$ cat config.mk
export PLATFORM = sky130hd
export DESIGN_NAME = fc_argmax
export DESIGN_NICKNAME = d
export VERILOG_FILES = /design/src/rtl/fc_pkg.sv /design/src/rtl/fc_top2_update.sv /design/src/rtl/fc_argmax.sv
export SDC_FILE = /design/constraint.sdc
export NUM_CORES = 1
export LEC_CHECK = 0
export ABC_AREA = 1
export CAP_MARGIN = 10
export CORE_MARGIN = 3
export CORE_UTILIZATION = 56
export CTS_CLUSTER_SIZE = 10
export DETAILED_ROUTE_END_ITERATION = 12
export PLACE_DENSITY = 0.81
export REMOVE_ABC_BUFFERS = 1
export SLEW_MARGIN = 25
export SYNTH_ARGS = -nofsm -noshare
export SYNTH_HDL_FRONTEND = slang
export SYNTH_SLANG_ARGS = --single-unit
$ cat constraint.sdc
create_clock -name clk -period 4.8 [get_ports clk]
set_clock_uncertainty 0.15 [all_clocks]
set_input_delay 0.48 -clock clk [delete_from_list [all_inputs] [get_ports clk]]
set_output_delay 0.48 -clock clk [all_outputs]
set_load 0.02 [all_outputs]
$ cat src/rtl/fc_pkg.sv
// rtl/fc_pkg.sv - shared types and defaults for the fc_argmax classification stage
package fc_pkg;
    localparam int FC_DATA_W      = 16;
    localparam int FC_NUM_CLASSES = 10;
    localparam int FC_IDX_W       = 4;

    typedef logic signed [FC_DATA_W-1:0] fc_score_t;

    typedef enum logic {
        COLLECT = 1'b0,
        RESULT  = 1'b1
    } fc_state_e;
endpackage

$ cat src/rtl/fc_top2_update.sv
// rtl/fc_top2_update.sv - combinational top-two tracker step for one incoming score
module fc_top2_update import fc_pkg::*; #(
    parameter int DATA_W = FC_DATA_W,
    parameter int IDX_W  = FC_IDX_W
) (
    input  logic                     i_first,
    input  logic signed [DATA_W-1:0] i_best,
    input  logic        [IDX_W-1:0]  i_best_idx,
    input  logic signed [DATA_W-1:0] i_second,
    input  logic        [IDX_W-1:0]  i_second_idx,
    input  logic signed [DATA_W-1:0] i_x,
    input  logic        [IDX_W-1:0]  i_idx,
    output logic signed [DATA_W-1:0] o_best,
    output logic        [IDX_W-1:0]  o_best_idx,
    output logic signed [DATA_W-1:0] o_second,
    output logic        [IDX_W-1:0]  o_second_idx
);
    localparam logic signed [DATA_W-1:0] SCORE_MIN = {1'b1, {(DATA_W-1){1'b0}}};

    // Strict compares keep the earlier (lower) index on ties for both places.
    always_comb begin
        o_best       = i_best;
        o_best_idx   = i_best_idx;
        o_second     = i_second;
        o_second_idx = i_second_idx;
        if (i_first) begin
            o_best       = i_x;
            o_best_idx   = '0;
            o_second     = SCORE_MIN;
            o_second_idx = '0;
        end else if (i_x > i_best) begin
            o_second     = i_best;
            o_second_idx = i_best_idx;
            o_best       = i_x;
            o_best_idx   = i_idx;
        end else if (i_x > i_second) begin
            o_second     = i_x;
            o_second_idx = i_idx;
        end
    end
endmodule

$ cat src/rtl/fc_argmax.sv
// rtl/fc_argmax.sv - per-frame argmax/top-two/margin of serial class scores with frame counter
module fc_argmax import fc_pkg::*; #(
    parameter int NUM_CLASSES = FC_NUM_CLASSES,
    parameter int DATA_W      = FC_DATA_W,
    parameter int IDX_W       = FC_IDX_W
) (
    input  logic                     clk,
    input  logic                     reset,
    input  logic                     in_valid,
    input  logic signed [DATA_W-1:0] in_data,
    input  logic                     in_last,
    output logic                     in_ready,
    output logic                     out_valid,
    input  logic                     out_ready,
    output logic        [IDX_W-1:0]  out_class,
    output logic signed [DATA_W-1:0] out_score,
    output logic        [IDX_W-1:0]  out_second,
    output logic        [DATA_W-1:0] out_margin,
    output logic                     out_error,
    output logic        [15:0]       frames_done
);
    fc_state_e                r_state;
    logic        [IDX_W-1:0]  r_cnt;
    logic signed [DATA_W-1:0] r_best;
    logic        [IDX_W-1:0]  r_best_idx;
    logic signed [DATA_W-1:0] r_second;
    logic        [IDX_W-1:0]  r_second_idx;

    logic signed [DATA_W-1:0] w_best;
    logic        [IDX_W-1:0]  w_best_idx;
    logic signed [DATA_W-1:0] w_second;
    logic        [IDX_W-1:0]  w_second_idx;
    logic                     w_accept;
    logic                     w_at_end;
    logic                     w_frame_end;

    assign in_ready    = (r_state == COLLECT);
    assign out_valid   = (r_state == RESULT);
    assign w_accept    = in_valid && in_ready;
    assign w_at_end    = (r_cnt == IDX_W'(NUM_CLASSES - 1));
    assign w_frame_end = w_accept && (w_at_end || in_last);

    fc_top2_update #(.DATA_W(DATA_W), .IDX_W(IDX_W)) u_update (
        .i_first      (r_cnt == '0),
        .i_best       (r_best),
        .i_best_idx   (r_best_idx),
        .i_second     (r_second),
        .i_second_idx (r_second_idx),
        .i_x          (in_data),
        .i_idx        (r_cnt),
        .o_best       (w_best),
        .o_best_idx   (w_best_idx),
        .o_second     (w_second),
        .o_second_idx (w_second_idx)
    );

    always_ff @(posedge clk or posedge reset) begin
        if (reset) begin
            r_state      <= COLLECT;
            r_cnt        <= '0;
            r_best       <= '0;
            r_best_idx   <= '0;
            r_second     <= '0;
            r_second_idx <= '0;
            out_class    <= '0;
            out_score    <= '0;
            out_second   <= '0;
            out_margin   <= '0;
            out_error    <= 1'b0;
            frames_done  <= '0;
        end else begin
            case (r_state)
                COLLECT: begin
                    if (w_accept) begin
                        r_best       <= w_best;
                        r_best_idx   <= w_best_idx;
                        r_second     <= w_second;
                        r_second_idx <= w_second_idx;
                        r_cnt        <= r_cnt + 1'b1;
                    end
                    if (w_frame_end) begin
                        r_cnt      <= '0;
                        r_state    <= RESULT;
                        out_class  <= w_best_idx;
                        out_score  <= w_best;
                        out_second <= w_second_idx;
                        // best >= second, so the true difference lies in [0, 2^DATA_W) and the wrap is exact
                        out_margin <= DATA_W'(w_best - w_second);
                        out_error  <= (in_last != w_at_end);
                    end
                end
                RESULT: begin
                    if (out_ready) begin
                        r_state     <= COLLECT;
                        frames_done <= frames_done + 16'd1;
                    end
                end
                default: r_state <= COLLECT;
            endcase
        end
    end
endmodule

==> impl_metrics.csv <==
group,metric,value,unit
run_status,status,"completed",
routing,antenna_left,0,
placement,dp_cells,993,
routing,drc,0,
sta,rsz0062_at_grt,"no",
sta,drv_slew,0,
final_layout,final_area,7566,um2
sta,min_period,4.479,ns
sta,tns,0,ns
routing,via_per_inst,5.521,
clocking,ctsHoldBuffers,0,
critical_path,reg2reg_to,"out_margin[15]",
synth,syn_avg_cell_area,8.059,um2
run,maxCapViolations,0,
clocking,cts_root_buffer,"clkbuf_16",
final_layout,layout_commonest_cell,"nand2_1",
final_layout,final_cell_count_no_fill,1008,
placement,portBuffers,79,
critical_path,startpoint_type,"input port",
sta,tightest_slew,0.7333,ns
die,io_pins,80,
critical_path,crit_type,"input port to flip-flop",
sta,hold_slack,0.3195,ns
synth,synth_edf_count,0,
power,vdd_ir_drop_max,0.3759,mV
final_layout,area_growth_syn_to_layout,19.74,%
clocking,clock_latency,0.34,ns
synth,async_flop_share,1.000,
placement,dp_hpwl,11450,um
clocking,cts.path.max_buffers,2,
hold_path,min_from,"frames_done[15]",
global_routing,grt_remaining_overflow,0,
final_layout,n_antenna_cell,0,
routing,firstDrtPassIters,5,
global_routing,grt_use_met1,0.3466,
critical_path,worstPathArrival,4.56,ns
sta,relSlewSlack,0.5111,
die,rows,38,
final_layout,layout-drive-gt1-share,0.1037,
clocking,clk_pin_slew,0.07,ns
routing,wl,15850,um
critical_path,crit_required,4.88,ns
synth,synth_cell_type_count,43,
hold_path,hp-class,"flip-flop to flip-flop",
critical_path,r2r_cells,23,
power,powerDensity,828.8,nW/um2
placement,placed_cell_area,7264,um2
routing,drt_iter0_markers,325,
die,die_area,12590,um2
die,initial_core_util,0.5778,
synth,synth_area,6319,um2
synth,ys.flop_type,"dfrtp_1",
critical_path,r2r-start,"r_best[11]",
final_layout,fin_nets,938,
final_layout,final_util,0.6919,
global_routing,grt_use_met2,0.4315,
synth,synth_cells,784,
global_routing,grt_pass1_vias,5589,
placement,gp_congestion,0.9352,
final_layout,layout_common_cells,"nand2_1 (218), dfrtp_1 (102), clkdlybuf4s50_1 (79), inv_1 (76)",
die,die_h,112.2,um
global_routing,track_usage,0.2588,
global_routing,grtUsageMet3,0.03989,
sta,fin_crit_sh,0.9332,
clocking,cts_num_sinks,102,
critical_path,critPathMaxFanout,19,
die,die_w,112.2,um
sta,finalSetupViolations,0,
critical_path,rrSetupSlack,0.55,ns
global_routing,grt_start_max_net_pins,85,
die,coreArea,10940,um2
synth,ys_warn_count,0,
routing,dr_total_vias,5565,
clocking,cts_buffers,9,
clocking,cts_tree,"yes",
global_routing,antenna_found_initial,0,
routing,post_drt_wl_per_cell,15.72,um
synth,ys_ff_latch,102,
hold_path,min_to,"frames_done[15]",
global_routing,top_usage_layer,"met2",
synth,synth_seq_area_share,0.4040,
sta,fmax,223.2,MHz
sta,hold_viol,0,
critical_path,cp-end-kind,"flip-flop",
power,power.leakage,3.695,nW
hold_path,hold_depth,1,
clocking,htree_levels,3,
global_routing,grt_pass1_wl,26810,um
==> synth_stat cells (16+ instances only) <==
cell type | number | share of area
a21oi_1 | 34 | 0.027
a21oi_2 | 20 | 0.028
clkbuf_1 | 18 | 0.011
dfrtp_1 | 102 | 0.40
ha_1 | 52 | 0.10
inv_1 | 77 | 0.046
nand2_1 | 218 | 0.13
nand3_1 | 34 | 0.027
nor2_1 | 36 | 0.021
nor3_1 | 18 | 0.014
o21ai_0 | 29 | 0.023
o21ai_1 | 51 | 0.040
o21ai_2 | 16 | 0.022
==> critical path, stage by stage <==
cell,delay [ns]
clkdlybuf4s50_1,0.50
ha_1,0.35
a21oi_1,0.18
o21ai_1,0.14
a21oi_1,0.20
nand2_1,0.07
nand2_1,0.07
nand2_2,0.08
nand2_4,0.17
nand2_8,0.16
inv_4,0.19
a21oi_2,0.10
ha_1,0.38
a21o_1,0.20
a31oi_1,0.33
o21ai_1,0.18
a21boi_1,0.21
o21ai_1,0.12
nand2_1,0.07
nand2_1,0.08
nand3b_1,0.16
nand3_1,0.07
nand2_1,0.05
==> cell families after synthesis <==
logic type      synth area share
simple gates              0.2220
compound gates            0.1576
buf+inv                  0.07703
flops                     0.4040
fa+ha+maj                 0.1061
xor+xnor                 0.03327
==> layer usage <==
layer | share of wire | vias to the layer above
li1 | - | 2728
met1 | 0.44 | 2643
met2 | 0.49 | 161
met3 | 0.048 | 33
met4 | 0.023 | 0
met5 | 0 | -
==> cell type report <==
cell class	instances	area (um2)
sequential	102	2552
timing repair buffer	97	925.9
inverter	87	334.1
clock buffer	11	242.7
tap	140	175.2
multi-input combinational	567	3279
fill	925	3369
clock inverter	4	56.30
==> worst max path at each step <==
stage           startpoint  depth (start not counted)        endpoint
2_1_floorplan    out_valid                          5   out_margin[0]
5_1_grt         in_data[5]                         24  out_margin[15]
4_1_cts        in_data[11]                         23  out_margin[13]
3_3_place_gp   in_data[11]                         23  out_margin[13]
6_report        in_data[9]                         23  out_margin[15]
3_5_place_dp   in_data[11]                         23  out_margin[13]
==> metrics by stage <==
stage                     total power, mW  setup WS, ns
after floorplan                     4.142        0.6442
after global placement              5.321       0.06703
after detailed placement            5.463       0.04800
after CTS                           6.256        0.3902
after global routing                6.807       0.04818
final                               6.270        0.3207
==> registers in the layout (all words and copies together), names as in the netlist <==
name and count:
out_class 4, r_best_idx 4, out_score 16, r_second_idx 4, frames_done 16, out_margin 16, r_best 16, r_second 16
out_error 1, out_second 4, r_cnt 4, out_valid 1
==> repair_timing <==
item,4_1_cts,5_1_grt
resized for setup,0,1
endpoints found under the setup margin,0,1
buffers inserted,0,0
hold endpoints to repair,0,0
==> power breakdown <==
group	switching (mW)	total, mW	internal, mW
registers	0.208	1.41	1.20
clock network	0.328	0.748	0.420
logic	2.51	4.11	1.60
total	3.05	6.27	3.22
Note: power is estimated with default switching activity, not from simulation.
